--- src/rtl/cpu_divide_sequencer.sv ---
// Multi-cycle radix-2 restoring divider for RV32M DIV/DIVU/REM/REMU with request/ready issue.
// Optional result cache for repeated operands is enabled by defining CPU_DIVIDE_CACHE_EN.
module cpu_divide_sequencer #(
  parameter int WIDTH = 32
) (
  input  logic             i_clock,
  input  logic             i_reset_n,
  input  logic             i_request,
  input  logic [1:0]       i_op,
  input  logic [WIDTH-1:0] i_numerator,
  input  logic [WIDTH-1:0] i_denominator,
  output logic             o_ready,
  output logic             o_valid,
  output logic [WIDTH-1:0] o_result
);

  localparam int CW = (WIDTH > 1) ? $clog2(WIDTH) : 1;
  localparam logic [CW-1:0]    CNT_TOP = CW'(WIDTH - 1);
  localparam logic [WIDTH-1:0] ZERO    = {WIDTH{1'b0}};
  localparam logic [WIDTH-1:0] ONES    = {WIDTH{1'b1}};
  localparam logic [WIDTH-1:0] MIN_NEG = {1'b1, {(WIDTH-1){1'b0}}};

  typedef enum logic [1:0] {
    ST_IDLE   = 2'd0,
    ST_DIVIDE = 2'd1,
    ST_FIXUP  = 2'd2,
    ST_DONE   = 2'd3
  } state_t;

  function automatic logic [WIDTH-1:0] negate(input logic [WIDTH-1:0] v);
    return ~v + {{(WIDTH-1){1'b0}}, 1'b1};
  endfunction

  state_t           state_r;
  logic [CW-1:0]    cnt_r;
  logic [WIDTH-1:0] rem_r;
  logic [WIDTH-1:0] quo_r;
  logic [WIDTH-1:0] den_r;
  logic [1:0]       op_r;
  logic             q_neg_r;
  logic             r_neg_r;

  logic             accept_s;
  logic             is_signed_s;
  logic             num_neg_s;
  logic             den_neg_s;
  logic [WIDTH-1:0] num_abs_s;
  logic [WIDTH-1:0] den_abs_s;
  logic             den_zero_s;
  logic             ovf_s;
  logic             special_s;
  logic             shortcut_s;
  logic [WIDTH-1:0] sp_quo_s;
  logic [WIDTH-1:0] sp_rem_s;
  logic [WIDTH-1:0] shortcut_res_s;
  logic             hit_s;
  logic [WIDTH-1:0] hit_quo_s;
  logic [WIDTH-1:0] hit_rem_s;
  logic [WIDTH:0]   shifted_s;
  logic [WIDTH:0]   diff_s;
  logic             ge_s;
  logic [WIDTH-1:0] rem_next_s;
  logic [WIDTH-1:0] quo_next_s;
  logic [WIDTH-1:0] quo_fin_s;
  logic [WIDTH-1:0] rem_fin_s;

  // Operand conditioning and special-case detection at issue
  always_comb begin
    accept_s    = i_request && o_ready;
    is_signed_s = ~i_op[0];
    num_neg_s   = is_signed_s & i_numerator[WIDTH-1];
    den_neg_s   = is_signed_s & i_denominator[WIDTH-1];
    num_abs_s   = num_neg_s ? negate(i_numerator) : i_numerator;
    den_abs_s   = den_neg_s ? negate(i_denominator) : i_denominator;
    den_zero_s  = (i_denominator == ZERO);
    ovf_s       = is_signed_s && (i_numerator == MIN_NEG) && (i_denominator == ONES);
    special_s   = den_zero_s | ovf_s;
    if (den_zero_s) begin
      sp_quo_s = ONES;
      sp_rem_s = i_numerator;
    end else if (ovf_s) begin
      sp_quo_s = i_numerator;
      sp_rem_s = ZERO;
    end else begin
      sp_quo_s = hit_quo_s;
      sp_rem_s = hit_rem_s;
    end
    shortcut_s     = special_s | hit_s;
    shortcut_res_s = i_op[1] ? sp_rem_s : sp_quo_s;
  end

  // One shift-subtract step; the borrow of the (WIDTH+1)-bit subtract is the compare result
  always_comb begin
    shifted_s  = {rem_r, quo_r[WIDTH-1]};
    diff_s     = shifted_s - {1'b0, den_r};
    ge_s       = ~diff_s[WIDTH];
    rem_next_s = ge_s ? diff_s[WIDTH-1:0] : shifted_s[WIDTH-1:0];
    quo_next_s = {quo_r[WIDTH-2:0], ge_s};
    quo_fin_s  = q_neg_r ? negate(quo_r) : quo_r;
    rem_fin_s  = r_neg_r ? negate(rem_r) : rem_r;
  end

  // Sequencer state, datapath registers and registered handshake outputs
  always_ff @(posedge i_clock or negedge i_reset_n) begin
    if (!i_reset_n) begin
      state_r  <= ST_IDLE;
      cnt_r    <= {CW{1'b0}};
      rem_r    <= ZERO;
      quo_r    <= ZERO;
      den_r    <= ZERO;
      op_r     <= 2'b00;
      q_neg_r  <= 1'b0;
      r_neg_r  <= 1'b0;
      o_valid  <= 1'b0;
      o_result <= ZERO;
      o_ready  <= 1'b1;
    end else begin
      case (state_r)
        ST_IDLE, ST_DONE: begin
          o_valid <= 1'b0;
          if (accept_s) begin
            op_r    <= i_op;
            q_neg_r <= num_neg_s ^ den_neg_s;
            r_neg_r <= num_neg_s;
            rem_r   <= ZERO;
            quo_r   <= num_abs_s;
            den_r   <= den_abs_s;
            cnt_r   <= CNT_TOP;
            if (shortcut_s) begin
              state_r  <= ST_DONE;
              o_valid  <= 1'b1;
              o_result <= shortcut_res_s;
              o_ready  <= 1'b1;
            end else begin
              state_r <= ST_DIVIDE;
              o_ready <= 1'b0;
            end
          end else begin
            state_r <= ST_IDLE;
            o_ready <= 1'b1;
          end
        end
        ST_DIVIDE: begin
          rem_r   <= rem_next_s;
          quo_r   <= quo_next_s;
          o_ready <= 1'b0;
          o_valid <= 1'b0;
          if (cnt_r == {CW{1'b0}}) begin
            state_r <= ST_FIXUP;
          end else begin
            cnt_r <= cnt_r - CW'(1);
          end
        end
        ST_FIXUP: begin
          o_result <= op_r[1] ? rem_fin_s : quo_fin_s;
          o_valid  <= 1'b1;
          o_ready  <= 1'b1;
          state_r  <= ST_DONE;
        end
        default: begin
          state_r <= ST_IDLE;
          o_valid <= 1'b0;
          o_ready <= 1'b1;
        end
      endcase
    end
  end

`ifdef CPU_DIVIDE_CACHE_EN
  logic             cache_vld_r;
  logic             cache_sgn_r;
  logic [WIDTH-1:0] cache_num_r;
  logic [WIDTH-1:0] cache_den_r;
  logic [WIDTH-1:0] cache_quo_r;
  logic [WIDTH-1:0] cache_rem_r;
  logic             pend_sgn_r;
  logic [WIDTH-1:0] pend_num_r;
  logic [WIDTH-1:0] pend_den_r;

  assign hit_s = cache_vld_r && (cache_sgn_r == is_signed_s) &&
                 (cache_num_r == i_numerator) && (cache_den_r == i_denominator);
  assign hit_quo_s = cache_quo_r;
  assign hit_rem_s = cache_rem_r;

  // Remember the last completed operation; the key is captured at issue, results at fixup
  always_ff @(posedge i_clock or negedge i_reset_n) begin
    if (!i_reset_n) begin
      cache_vld_r <= 1'b0;
      cache_sgn_r <= 1'b0;
      cache_num_r <= ZERO;
      cache_den_r <= ZERO;
      cache_quo_r <= ZERO;
      cache_rem_r <= ZERO;
      pend_sgn_r  <= 1'b0;
      pend_num_r  <= ZERO;
      pend_den_r  <= ZERO;
    end else begin
      if (accept_s) begin
        pend_sgn_r <= is_signed_s;
        pend_num_r <= i_numerator;
        pend_den_r <= i_denominator;
      end else begin
        pend_sgn_r <= pend_sgn_r;
      end
      if (accept_s && special_s) begin
        cache_vld_r <= 1'b1;
        cache_sgn_r <= is_signed_s;
        cache_num_r <= i_numerator;
        cache_den_r <= i_denominator;
        cache_quo_r <= sp_quo_s;
        cache_rem_r <= sp_rem_s;
      end else if (state_r == ST_FIXUP) begin
        cache_vld_r <= 1'b1;
        cache_sgn_r <= pend_sgn_r;
        cache_num_r <= pend_num_r;
        cache_den_r <= pend_den_r;
        cache_quo_r <= quo_fin_s;
        cache_rem_r <= rem_fin_s;
      end else begin
        cache_vld_r <= cache_vld_r;
      end
    end
  end
`else
  assign hit_s     = 1'b0;
  assign hit_quo_s = ZERO;
  assign hit_rem_s = ZERO;
`endif

endmodule

--- config.mk ---
export PLATFORM = sky130hd
export DESIGN_NAME = cpu_divide_sequencer
export DESIGN_NICKNAME = d
export VERILOG_FILES = /design/src/rtl/cpu_divide_sequencer.sv
export SDC_FILE = /design/constraint.sdc
export NUM_CORES = 1
export LEC_CHECK = 0
export CORE_MARGIN = 5
export CORE_UTILIZATION = 40
export CTS_BUF_LIST = sky130_fd_sc_hd__clkbuf_16
export DETAILED_ROUTE_END_ITERATION = 7
export SYNTH_ARGS = -nofsm -noshare
export SYNTH_HDL_FRONTEND = slang
export SYNTH_SLANG_ARGS = --single-unit
--- constraint.sdc ---
create_clock -name i_clock -period 4 [get_ports i_clock]
set_input_delay 0.4 -clock i_clock [delete_from_list [all_inputs] [get_ports i_clock]]
set_output_delay 0.4 -clock i_clock [all_outputs]
set_load 0.05 [all_outputs]
==> results of run 1 <==
## logic make-up (layout without fill, tap and decap cells)
logic type | Yosys count | after routing | share of synthesized area, %
buffers and inverters | 127 | 218 | 4.671
XOR/XNOR | 145 | 145 | 11.83
AO/OA/AOI/OAI | 470 | 470 | 25.72
multiplexers | 6 | 6 | 0.5795
AND/OR/NAND/NOR | 457 | 457 | 19.80
flip-flops | 140 | 140 | 32.46
adder cells (fa/ha/maj) | 42 | 42 | 4.937
## per-layer routing
metal | GRT usage (%) | routed length, um
met1 | 29.93 | 15590
met2 | 33.26 | 14330
met3 | 3.328 | 1648
met4 | 4.289 | 425
met5 | 0 | 0
## power by group
group | total [uW] | switching [uW] | leakage [uW] | internal [uW]
registers | 2580 | 614 | 0.00174 | 1970
logic | 4600 | 2940 | 0.00321 | 1660
clock network | 1600 | 631 | 0.000288 | 966
total | 8780 | 4190 | 0.00524 | 4600
## synthesized netlist by cell type (all sizes together) (9+ instances only)
| master | instances |
|---|---|
| o41ai | 10 |
| dfrtp | 139 |
| ha | 41 |
| o211ai | 15 |
| nor4 | 13 |
| a31oi | 19 |
| nand4 | 9 |
| o31ai | 29 |
| xnor2 | 91 |
| or4 | 10 |
| a21o | 11 |
| inv | 57 |
| buf | 18 |
| clkbuf | 52 |
| a21oi | 163 |
| nor3 | 28 |
| nand2 | 169 |
| nor2 | 143 |
| nand3 | 16 |
| o21ai | 174 |
| or3 | 19 |
| nand2b | 14 |
| xor2 | 54 |
| nor2b | 14 |
## per-stage QoR
| step | util (%) | worst slack (ps) | hold WS (ps) | instances |
|---|---|---|---|---|
| finish | 47.68 | 521.8 | 9.411 | 1819 |
| global route | 47.68 | 381.1 | 87.93 | 1819 |
| global placement | 45.51 | 188.0 | 461.4 | 1788 |
| CTS | 47.68 | 554.9 | 47.74 | 1819 |
| detailed placement | 45.51 | 274.9 | 469.8 | 1788 |
| floorplan | - | 1063 | 104.4 | 1387 |
## worst max-delay path, stage by stage (launching register included)
cell      delay, ps
dfrtp_1         460
inv_1           130
ha_1            250
fa_1            390
nor2b_1         210
o31ai_1         130
a21oi_1         290
a21oi_2         150
o211ai_1        380
a21oi_2         170
xor2_4          200
buf_12          190
o31a_1          280
o21ai_0         140
## final cells by class
type | instances | area (um^2)
Tap cell | 341 | 426.7
Fill cell | 2649 | 14020
Inverter | 57 | 214.0
Timing Repair Buffer | 130 | 1245
Multi-Input combinational cell | 1120 | 6807
Clock buffer | 17 | 425.4
Sequential cell | 140 | 3505
Clock inverter | 14 | 155.1
## state kept, by name, summed over array words and instances (netlist names)
signal    flops
cnt_r         5
den_r        32
o_ready       1
rem_r        32
op_r          1
state_r       2
quo_r        32
q_neg_r       1
r_neg_r       1
o_valid       1
o_result     32
## worst paths after layout
check,startpoint,end,slack (ps),cells past startpoint
worst max-delay path,quo_r[31],rem_r[8],520,13
worst min-delay path,i_reset_n,quo_r[4],9,1
worst max register to register,quo_r[31],rem_r[8],520,13
worst min register to register,den_r[7],den_r[7],480,2
max in group asynchronous,i_reset_n,o_ready,2980,2
min in group i_clock,den_r[7],den_r[7],480,2
==> metrics.txt, run 1 <==
DR vias/cell 5.589; top-area cell type share of the netlist area 32.22%; initial DRC count 761; setup tns final 0 ps; width of the die 174.3 um; worst vdd ir 0.4485 mV; DIE AREA 30370 um^2; core region area between 20000 and 30000 um^2; post-CTS resize count 0; CP required 4340 ps; Syn-to-layout area delta 18.36%; vias around 10k; Leak 0.005240 uW; initial antenna violation count 0; DRC violations left 0; clk_skew 9.190 ps; Post-DP HPWL 23.94 mm; GR Overflow Total 0; Final Setup Violations 0; post-synthesis sequential area ratio 32.46%; die extent in y 174.3 um; CP Launch Type flop; Pins Over Slew Limit 0; cell row count 60; vias in the first global route around 9.7k; Slew @ Worst Pin around 1100 ps; CTS root buf clkbuf_16; # diodes 0; ratio of cells with drive above 1 in the final layout 6.089%; CTS hold repair buffers 0; most frequent cells in the layout nand2_1 (169), o21ai_0 (166), a21oi_1 (161); ys flop type dfrtp_1; Yosys warning count 0; element type at the critical path end flop; RD Place Congestion 0.9229; total track usage between 20% and 30%; routed len/inst 17.58 um; clock network latency to the later pin of the worst-skew pair 430 ps; commonest non-fill, non-tap cell in the layout nand2_1; nets 1577; cell count after synthesis 1387; top post-synthesis cells by area dfrtp_1 (32%), o21ai_0 (7.7%), a21oi_1 (7.5%); largest net degree at the start of global routing 83; TritonCTS buffer count 17; flops & latches, synth 140; area leader, netlist dfrtp_1; clk sinks 140; RSZ-0062 raised after global routing false; status finished clean; CTS tree built; pwr/cell area 687.3 nW/um^2; design area 12780 um^2; syn_area_per_cell between 7 and 8 um^2; worst min path class input pin to asynchronous set/reset pin; Period minus WS final approximately 3500 ps; slew margin rel. roughly 28%; First-pass DRT Iterations 6; DRT antenna net count 0; syn nets approximately 1.5k; Post-synth ARST share between 90% and 100%; Synth cell types 72; Starting Density 40.28%; Setup CP Type flop to flop; maxcap violations 0; Hold Fails Final Rpt 0; maximum fanout along the worst path 41; clk buf depth 2; clock slew at reported path FFs around 60 ps; io pins 103; H-tree lvl count 4; first-pass GRT wire length 52.05 mm; PortBufs about 100; period utilization 86.95%; Power Total 8781 uW; CP Data Arrival Time 3820 ps; Syn Std Cell Area roughly 11000 um^2; EDFF count, synth 0; placed instance area 12200 um^2; FMAX 287.5 MHz; WL final 31.99 mm; Setup Buffers After CTS 0
(Power assumes the default switching activity.)
==> inputs of run 2 (changes only) <==
--- a/config.mk
+++ b/config.mk
@@ -11,2 +11,3 @@
 export DETAILED_ROUTE_END_ITERATION = 7
+export SETUP_SLACK_MARGIN = 0.15
 export SYNTH_ARGS = -nofsm -noshare
==> constraint.sdc (replaced) <==
create_clock -name i_clock -period 4 [get_ports i_clock]
set_input_delay 0.8 -clock i_clock [delete_from_list [all_inputs] [get_ports i_clock]]
set_output_delay 0.8 -clock i_clock [all_outputs]
set_load 0.05 [all_outputs]
==> run 2 against run 1 <==
Effect of this change:
- cell count is 0.55% higher
- sequential share of layout area is 0.26 points lower
- global-route usage is 0.26 points higher
- first-iteration DRC count is 11% higher
- register-to-register slack better by 60 ps
- utilization is 0.46 points higher
- combinational power is 2% higher
- sequential cell count stayed put
- largest power group unchanged
==> metrics.txt, run 2 (synthesized netlist as in run 1, its figures left out) <==
status finished clean; io pins 103; RD Place Congestion 0.9007; fin cells 1829; DRC violations left 0; routed len/inst 17.63 um; Final Setup Violations 0; cell breakdown of the critical path clkdlybuf4s50_1, or3_1, or4_1, nor3_1, nand3_1, buf_4, o31ai_1, nand2_1, xnor2_1, nor2_1, a21oi_1, a21oi_1; CTS hold repair buffers 0; core region area 26800 um^2; Starting Density between 40 and 50%; clk_skew around 9.0 ps; Hold Fails Final Rpt 0; Post-DP HPWL 24.13 mm; maxcap violations 0; PortBufs 102; H-tree lvl count 4; initial DRC count ~840; RSZ-0062 raised after global routing false; Final Util between 40 and 50%; CP max-delay cell clkdlybuf4s50_1; largest net degree at the start of global routing 110; GR Overflow Total 0; Pins Over Slew Limit 0; setup tns final 0 ps; Setup CP Type input pin to flop; First-pass DRT Iterations 5; DIE AREA 30370 um^2; width of the die 174.3 um; first-pass GRT wire length ~53 mm; period utilization 86.93%; DRT antenna net count 0; clk sinks 140; design area 12900 um^2; placed instance area 12280 um^2; CTS root buf clkbuf_16; Syn-to-layout area delta 19.51%; initial antenna violation count 0; Period minus WS final 3477 ps; die extent in y 174.3 um; maximum fanout along the worst path 4; Filler cells 2688; ratio of cells with drive above 1 in the final layout under 10%; CP Launch Type input pin; CTS tree built; CP Data Arrival Time between 3000 and 4000 ps; Critical Path Max Stage Delay approximately 480 ps; clock slew at reported path FFs 70 ps; Leak roughly 0.0053 uW; Slew @ Worst Pin 1072 ps; WL final ~32 mm; pwr/cell area 692.0 nW/um^2; clk buf depth 2; CP required between 4000 and 5000 ps; DR vias/cell 5.603; vias in the first global route 9788; DP Cell Count 1797; # diodes 0; element type at the critical path end flop; Crit path top cell by count a21oi_1; total track usage 21.08%; Setup Buffers After CTS 0; most frequent cells in the layout nand2_1 (169), o21ai_0 (166), a21oi_1 (161); FMAX 287.6 MHz; vias 10.25k; worst vdd ir between 0.3 and 0.4 mV; commonest non-fill, non-tap cell in the layout nand2_1; clock network latency to the later pin of the worst-skew pair 430 ps; TritonCTS buffer count 17; worst min path class flop to flop; nets between 1.5k and 2k; cell row count 60; slew margin rel. 28.52%; worst hold slack approximately 480 ps; post-CTS resize count 0
## run 2: worst paths after layout
check                                     start   endpoint  slack [ps]  cells after the start
worst max-delay path            i_numerator[11]  quo_r[30]         520                     12
worst min-delay path                  den_r[21]  den_r[21]         480                      2
worst max register to register        quo_r[31]   rem_r[8]         580                     13
worst min register to register        den_r[21]  den_r[21]         480                      2
max in group asynchronous             i_reset_n  den_r[11]        2580                      2
min in group asynchronous             i_reset_n   quo_r[9]         520                      1
## run 2: layout make-up
type	count	area, um^2	area share [%]
Tap cell	341	426.7	3.307
Multi-Input combinational cell	1120	6807	52.76
Inverter	57	214.0	1.658
Sequential cell	140	3505	27.17
Clock inverter	15	198.9	1.542
Timing Repair Buffer	139	1325	10.27
Clock buffer	17	425.4	3.297
## run 2: power by group
group / total (uW) / internal, uW / switching, uW
logic: 4670 / 1700 / 2960
registers: 2560 / 1970 / 589
clock network: 1700 / 1040 / 660
## run 2: metrics by stage
step / power, uW / setup WS (ps)
after CTS: 8959 / 587.8
after floorplan: 5795 / 1040
after global placement: 7159 / 230.7
final: 8928 / 522.7
after detailed placement: 7221 / 139.6
after global routing: 9572 / 379.9
## run 2: critical path, delay by kind of cell
family / cells / cell delay, ps
AO/OA/AOI/OAI: 3 / 530
XOR/XNOR: 1 / 160
buffers and inverters: 2 / 680
AND/OR/NAND/NOR: 6 / 1600
## run 2: layer usage
layer	routed length, um	share of wire, %	vias up	track usage (%)
met1	15640	49	4805	30.20
met3	1817	5.6	33	3.349
met5	0	0	-	0
met4	531	1.6	0	5.312
met2	14250	44	320	33.34
li1	-	-	5089	-
==> inputs of run 3 (changes only) <==
GPL_ROUTABILITY_DRIVEN = 1   (was default)
SKIP_CTS_REPAIR_TIMING = 1   (was default)
==> results of run 3 <==
No change in the layout: final DEF, timing and power equal those of run 2.
